--- config.mk ---
export PLATFORM = sky130hd
export DESIGN_NAME = psum_collector
export DESIGN_NICKNAME = d
export VERILOG_FILES = /design/src/rtl/psum_collector_pkg.sv /design/src/rtl/psum_collector_sync_fifo.sv /design/src/rtl/psum_collector.sv
export SDC_FILE = /design/constraint.sdc
export NUM_CORES = 1
export LEC_CHECK = 0
export ABC_AREA = 0
export CORE_ASPECT_RATIO = 1.5
export CORE_UTILIZATION = 59
export DETAILED_ROUTE_END_ITERATION = 16
export PLACE_DENSITY = 0.84
export SETUP_SLACK_MARGIN = 0.3
export SLEW_MARGIN = 40
export SYNTH_ARGS = -nofsm -noshare
export SYNTH_HDL_FRONTEND = slang
export SYNTH_SLANG_ARGS = --single-unit
--- constraint.sdc ---
create_clock -name clk -period 7.7 [get_ports clk]
set_input_delay 1.155 -clock clk [delete_from_list [all_inputs] [get_ports clk]]
set_output_delay 1.155 -clock clk [all_outputs]
set_load 0.01 [all_outputs]
--- src/rtl/psum_collector_pkg.sv ---
// Shared constants and helpers for the systolic array's output-side collector
// and the activation feeder that shares its pointer sizing.
package psum_collector_pkg;
  localparam int DATA_WIDTH = 20;
  localparam int SUM_W      = 2 * DATA_WIDTH;
  localparam int COLS_DEF   = 2;
  localparam int FIFO_DEPTH = 4;
  localparam int PTR_W      = $clog2(FIFO_DEPTH);
  localparam int CNT_W      = PTR_W + 1;

  function automatic int col_lsb(input int col, input int lane_w);
    return col * lane_w;
  endfunction
endpackage

--- src/rtl/psum_collector_sync_fifo.sv ---
// Single-clock FIFO with occupancy count; a push into a full FIFO is accepted
// only when a pop frees the head slot in the same cycle.
module sync_fifo
  import psum_collector_pkg::*;
#(
  parameter int WIDTH = 2 * SUM_W,
  parameter int DEPTH = FIFO_DEPTH
) (
  input  logic                     clk,
  input  logic                     rst,
  input  logic                     push_i,
  input  logic                     pop_i,
  input  logic [WIDTH-1:0]         data_i,
  output logic [WIDTH-1:0]         data_o,
  output logic                     full_o,
  output logic                     empty_o,
  output logic [$clog2(DEPTH):0]   count_o
);
  localparam int P_W = $clog2(DEPTH);
  localparam int C_W = P_W + 1;

  logic [WIDTH-1:0] mem_q [DEPTH];
  logic [P_W-1:0]   wr_ptr_q, wr_ptr_d, rd_ptr_q, rd_ptr_d;
  logic [C_W-1:0]   count_q, count_d;
  logic             push_en, pop_en;

  assign full_o  = (count_q == C_W'(DEPTH));
  assign empty_o = (count_q == '0);
  assign count_o = count_q;
  assign data_o  = mem_q[rd_ptr_q];

  always_comb begin
    pop_en   = pop_i & ~empty_o;
    push_en  = push_i & (~full_o | pop_en);
    wr_ptr_d = wr_ptr_q;
    rd_ptr_d = rd_ptr_q;
    if (push_en) begin
      wr_ptr_d = wr_ptr_q + P_W'(1'b1);
    end else begin
      wr_ptr_d = wr_ptr_q;
    end
    if (pop_en) begin
      rd_ptr_d = rd_ptr_q + P_W'(1'b1);
    end else begin
      rd_ptr_d = rd_ptr_q;
    end
    case ({push_en, pop_en})
      2'b10:   count_d = count_q + C_W'(1'b1);
      2'b01:   count_d = count_q - C_W'(1'b1);
      default: count_d = count_q;
    endcase
  end

  always_ff @(posedge clk) begin
    if (rst) begin
      wr_ptr_q <= '0;
      rd_ptr_q <= '0;
      count_q  <= '0;
    end else begin
      wr_ptr_q <= wr_ptr_d;
      rd_ptr_q <= rd_ptr_d;
      count_q  <= count_d;
    end
  end

  // Storage carries no reset; only the pointers define what is valid.
  always_ff @(posedge clk) begin
    if (push_en) begin
      mem_q[wr_ptr_q] <= data_i;
    end
  end
endmodule

--- src/rtl/psum_collector.sv ---
// Re-aligns the diagonally skewed bottom-row partial sums into one vector per
// activation and queues them on a valid/ready stream, flagging any drop.
module psum_collector
  import psum_collector_pkg::*;
#(
  parameter int data_width         = DATA_WIDTH,
  parameter int w_tile_column_size = COLS_DEF,
  parameter int fifo_depth         = FIFO_DEPTH
) (
  input  logic                                          clk,
  input  logic                                          rst,
  input  logic                                          col0_valid,
  input  logic [2*data_width*w_tile_column_size-1:0]    in_sum,
  output logic                                          out_valid,
  input  logic                                          out_ready,
  output logic [2*data_width*w_tile_column_size-1:0]    out_vec,
  output logic [$clog2(fifo_depth):0]                   fifo_count,
  output logic                                          overflow
);
  localparam int LANE_W = 2 * data_width;
  localparam int COLS   = w_tile_column_size;
  localparam int VEC_W  = LANE_W * COLS;

  logic [VEC_W-1:0] aligned_vec;
  logic             aligned_valid;
  logic             fifo_full, fifo_empty, pop;
  logic             overflow_q, overflow_d;

  // Column c arrives c cycles after column 0, so it waits COLS-1-c cycles.
  for (genvar c = 0; c < COLS; c++) begin : g_col
    localparam int DLY = COLS - 1 - c;
    localparam int LSB = col_lsb(c, LANE_W);
    if (DLY == 0) begin : g_direct
      assign aligned_vec[LSB +: LANE_W] = in_sum[LSB +: LANE_W];
    end else begin : g_delay
      logic [LANE_W-1:0] dl_q [DLY];
      always_ff @(posedge clk) begin
        if (rst) begin
          for (int i = 0; i < DLY; i++) dl_q[i] <= '0;
        end else begin
          dl_q[0] <= in_sum[LSB +: LANE_W];
          for (int i = 1; i < DLY; i++) dl_q[i] <= dl_q[i-1];
        end
      end
      assign aligned_vec[LSB +: LANE_W] = dl_q[DLY-1];
    end
  end

  if (COLS == 1) begin : g_vld_direct
    assign aligned_valid = col0_valid;
  end else begin : g_vld_shift
    logic [COLS-2:0] vsr_q;
    logic [COLS-1:0] vsr_d;
    assign vsr_d         = {vsr_q, col0_valid};
    assign aligned_valid = vsr_q[COLS-2];
    always_ff @(posedge clk) begin
      if (rst) begin
        vsr_q <= '0;
      end else begin
        vsr_q <= vsr_d[COLS-2:0];
      end
    end
  end

  assign out_valid = ~fifo_empty;
  assign pop       = out_valid & out_ready;
  assign overflow  = overflow_q;

  sync_fifo #(
    .WIDTH (VEC_W),
    .DEPTH (fifo_depth)
  ) u_fifo (
    .clk     (clk),
    .rst     (rst),
    .push_i  (aligned_valid),
    .pop_i   (pop),
    .data_i  (aligned_vec),
    .data_o  (out_vec),
    .full_o  (fifo_full),
    .empty_o (fifo_empty),
    .count_o (fifo_count)
  );

  always_comb begin
    overflow_d = overflow_q | (aligned_valid & fifo_full & ~pop);
  end

  always_ff @(posedge clk) begin
    if (rst) begin
      overflow_q <= 1'b0;
    end else begin
      overflow_q <= overflow_d;
    end
  end
endmodule

Yosys cells after proc, flatten, opt, wreduce, memory -nomap -nowiden
Memories as Yosys holds them, arrays and structs flattened. A register that Yosys moved wholly into a read port is not among the register bits. Cells that the tools add are included.

Add/sub/neg operators: 4. Eq/ne operators: 3. Multiplexer cells: 10. Bitwise gates (word level): 10. Reductions and logical operators: 3.

Operator list (number): $mux W40 (1); $reduce_or A40 Y1 (1); $mux W1 (6); $pmux W3 S2 (1); $and A1 B1 Y1 (5); $add A2 B1 Y2 const B (2); $mux W2 (2); $add A3 B1 Y3 const B (1); $eq A3 B3 Y1 const B (1); $logic_not A3 Y1 (1); $not A1 Y1 (3); $sub A3 B1 Y3 const B (1); $eq A2 B1 Y1 const B (1); $eq A2 B2 Y1 const B (1); $or A1 B1 Y1 (2); $reduce_bool A2 Y1 (1).

Register bits after elaboration: 9. RAM bits: 360. Input port bits: 84. Output and inout bits: 85. Word-level logic and storage cells: 37. Memories kept: 2.

Memories: u_fifo.mem_q (words 4, bits a word 80, rd ports 1, clocked after memory_dff 1, write ports 1, RTL line psum_collector_sync_fifo.sv:22) `logic [WIDTH-1:0] mem_q [DEPTH];`; g_col[0].g_delay.dl_q (words 1, bits a word 40, rd ports 1, clocked after memory_dff 0, write ports 1, RTL line psum_collector.sv:36) `logic [LANE_W-1:0] dl_q [DLY];`.

Logic depth before layout (Yosys ltp)
Depth in word-level cells: 8. Depth in mapped cells: 9. Depth with buffers taken out: 9.

By module
From an unflattened synthesis, not the netlist that was laid out.

Cells, all modules: 564. Area total of the unflattened synthesis: 13252.7 um^2.

By module, submodules not included: sync_fifo (instances 1, cells each 472, area each 12111.6 um^2, sequential area each 9789.4 um^2); psum_collector (instances 1, cells each 92, area each 1141.1 um^2, sequential area each 840.8 um^2).

Worst setup path before layout
Ideal clock, no wire load.

Kind: input port to flip-flop. From: input out_ready. To: memory u_fifo.mem_q[0][0] (netlist bit), enable pin. Library setup time: 447 ps. Arrival time: 3345 ps. Data required time: 7253 ps. Slack: 3908 ps. Stages on the path: 3. Buffers on the path: 0. Cells stage by stage: nor4b_4 nor2b_2 and2_1.

Longest elaborated chain between the ends: 6.

Ends and longest elaborated chain: from (decl) (RTL line psum_collector.sv:15) `input logic out_ready,`; $and A1 B1 Y1 (RTL line psum_collector.sv:66) `assign pop = out_valid & out_ready;`; $and A1 B1 Y1 (RTL line psum_collector_sync_fifo.sv:33) `pop_en = pop_i & ~empty_o;`; $or A1 B1 Y1 (RTL line psum_collector_sync_fifo.sv:34) `push_en = push_i & (~full_o | pop_en);`; $and A1 B1 Y1 (RTL line psum_collector_sync_fifo.sv:34); $mux W1 (RTL line psum_collector_sync_fifo.sv:68) `if (push_en) begin`; $mux W1 (implied by the code) (RTL line psum_collector_sync_fifo.sv:69) `mem_q[wr_ptr_q] <= data_i;`; to (decl) (RTL line psum_collector_sync_fifo.sv:22).

Every way passes these cells.

==> results.md <==
* Status: completed
* WP buf/inv at 2
* Crit path required time at 6550 ps
* MaxCap Viol Count at 0
* Max FO, Critical Path at 40
* First-pass GRT wire length at 35740 µm
* Total Routing Usage GR at 21.48%
* Fill cell count at 1202
* Crit-path max cell delay at 610 ps
* VDD IR-drop max at 0.2228 mV
* Finished Layout Cells at 1040
* # DRC at 0
* Worst slew pin tran at 699.9 ps
* Die Height at 185.0 µm
* Post-route cell area at 16300 µm²
* Slew Viols, Final at 0
* Global route overflow at 0
* # rows at 66
* Setup TNS at 0 ps
* Post-route ant nets at 0
* CTS H-tree lvls at 1
* Routed Wire Length at 23850 µm
* Pin count of the biggest net entering global routing at 59
* Critical path capture point type: output pin
* Fin crit period at 3945 ps
* Core area at 21800 µm²
* PostCTS Resize Cnt at 0
* Vias per cell at 5.750
* Clock root buffer: clkbuf_16
* Register area at 10640 µm²
* Hold Crit Class: flip-flop to flip-flop
* RSZ-0062 raised after global routing: no
* Vias in the first global route at 6470
* Yosys reg bits at 371
* Register area share after synthesis at 80.73%
* Initial core utilization at 60.40%
* Dpl cells at 982
* Delay-heaviest family, CP: buffers and inverters
* Fin crit share at 51.24%
* P per Cell Area at 307.1 nW/µm²
* Routability cong. at 0.7864
* TritonCTS clock tree: done
* Layout cells sized above 1 at 19.92%
* Detailed Place HPWL at 14310 µm
* Post-Syn Nets at 648
* Die area at 22930 µm²
* Synth Cell Area at 13170 µm²
* Worst EP arrival at 2790 ps
* Die width at 124.0 µm
* IO Port Bufs at 168
* Number of antenna violations at the first check in global routing at 0
* Worst skew pair latency at 550 ps
* Synth cell types at 26
* CTS sink count at 371
* Relative slew slack at 53.34%
* IO Pins at 169
* Area of the multi-input gates at 2365 µm²
* Iter 0 DRT Violations at 357
* Clk_skew at 9.528 ps
* Hold_ws at 477.2 ps
* Critical Path Source Type: flip-flop
* Mean Syn Cell Area at 23.60 µm²
* Via count of the routed design at 5980
* Dpl cell area at 15120 µm²
* Fin. Hold Viols at 0
* CTS clk-pin slew, worst paths at 70 ps
* Critical path class: flip-flop to output pin
* Pre-Repair DR Iteration Count at 4
* Crit-path cells: buf_6 -> mux4_2 -> clkdlybuf4s50_1
* CTS Buf Count at 31
* Avg WL per Cell at 22.93 µm
* Finished Core Util at 74.78%
* Static Leakage at 5.266 nW
* Setup-failing EPs final at 0
* Number of diodes at 0
* Fmax at 0.2535 GHz
* Clock buffer depth at 3
* Area Overhead vs Synth at 23.81%
* Layout net count at 834
* Worst path slowest cell: mux4_2
* Setup bufs post-CTS at 0
* Synth warnings at 0
* Synthesized instance count at 558
* CTS Hold Bufs at 0
[path summary, 6_finish.rpt]
kind / depth (start not counted) / slack, ps / startpoint / endpoint
worst max-delay path: 3 / 3750 / flip-flop / out_vec[46]
worst max register to register: 4 / 5130 / u_fifo.count_o[0] / u_fifo.mem_q[3][15]
worst min-delay path: 2 / 480 / overflow / overflow
worst min register to register: 2 / 480 / overflow / overflow
[per-layer routing]
layer / up-vias / global-route usage [%] / wire length, µm
met4: 0 / 7.190 / 567
met2: 211 / 39.02 / 12970
met1: 3097 / 25.37 / 8877
li1: 2632 / - / -
met5: - / 0 / 0
met3: 40 / 3.941 / 1437
[power breakdown]
| group | internal (W) | switching [W] |
|---|---|---|
| clock | 0.00103 | 0.000678 |
| combinational | 0.000582 | 0.000387 |
| sequential | 0.00226 | 0.0000710 |
| total | 0.00387 | 0.00114 |
[cells in the mapped netlist (all sizes together)]
| master | count | area, µm² |
|---|---|---|
| dfxtp | 51 | 1021 |
| clkbuf | 5 | 18.77 |
| mux2 | 1 | 15.01 |
| buf | 18 | 141.4 |
| a21oi | 3 | 15.01 |
| o21ai | 1 | 5.000 |
| mux4 | 80 | 1802 |
| nor2b | 42 | 265.3 |
| fa | 1 | 20.02 |
| o311ai | 1 | 8.760 |
| nor2 | 9 | 33.78 |
| xor2 | 3 | 26.28 |
| mux2i | 1 | 10.01 |
| inv | 6 | 22.52 |
| edfxtp | 320 | 9609 |
| ha | 5 | 62.56 |
| and2 | 4 | 25.02 |
| xnor2 | 1 | 8.760 |
| o31a | 1 | 8.760 |
| or3 | 2 | 12.51 |
| nor4b | 1 | 23.77 |
| nand2b | 2 | 12.51 |
[area by class of cell]
| type | count | area share [%] |
|---|---|---|
| inverter | 6 | 0.1381 |
| multi-input combinational | 158 | 14.51 |
| tap | 272 | 2.087 |
| timing repair buffer | 176 | 10.94 |
| sequential | 371 | 65.25 |
| clock inverter | 17 | 1.543 |
| clock buffer | 40 | 5.533 |
[registers in the layout, summed over array words and instances (netlist names), named ones only]
name                flops
overflow                1
u_fifo.rd_ptr_q         2
u_fifo.count_o          3
u_fifo.mem_q          320
u_fifo.wr_ptr_q         2
aligned_valid           1
g_col.g_delay.dl_q     40
[worst reg2reg max path, cell delays in order, from the launching register on]
cell	delay, ps
dfxtp_1	500
nor4b_4	100
nor2b_2	320
and2_4	570
buf_4	670
[cell families after synthesis]
| group | after synthesis | share of synthesized area (%) |
|---|---|---|
| mux | 82 | 13.87 |
| fa+ha+maj | 6 | 0.6271 |
| compound gates | 6 | 0.2850 |
| simple gates | 60 | 2.832 |
| buf+inv | 29 | 1.387 |
| flops | 371 | 80.73 |
| xor+xnor | 4 | 0.2661 |
[placed cells by master (no fill, tap or decap), drive strengths merged, types with 2 or more instances in the layout]
master | Yosys | routed
xor2 | 3 | 3
edfxtp | 320 | 320
inv | 6 | 7
mux4 | 80 | 80
or3 | 2 | 2
nand2b | 2 | 2
clkdlybuf4s50 | 0 | 167
clkbuf | 5 | 40
nor2 | 9 | 9
a21oi | 3 | 3
ha | 5 | 5
nor2b | 42 | 42
bufinv | 0 | 6
clkinvlp | 0 | 2
clkinv | 0 | 8
buf | 18 | 9
dfxtp | 51 | 51
and2 | 4 | 4
[stage by stage]
step	setup slack (ps)	power [W]
2_1_floorplan	3908	0.002916
3_3_place_gp	3643	0.003310
3_5_place_dp	3596	0.003344
4_1_cts	3033	0.005040
5_1_grt	3549	0.005185
6_report	3755	0.005007
Power figures use the tool's default switching activity.
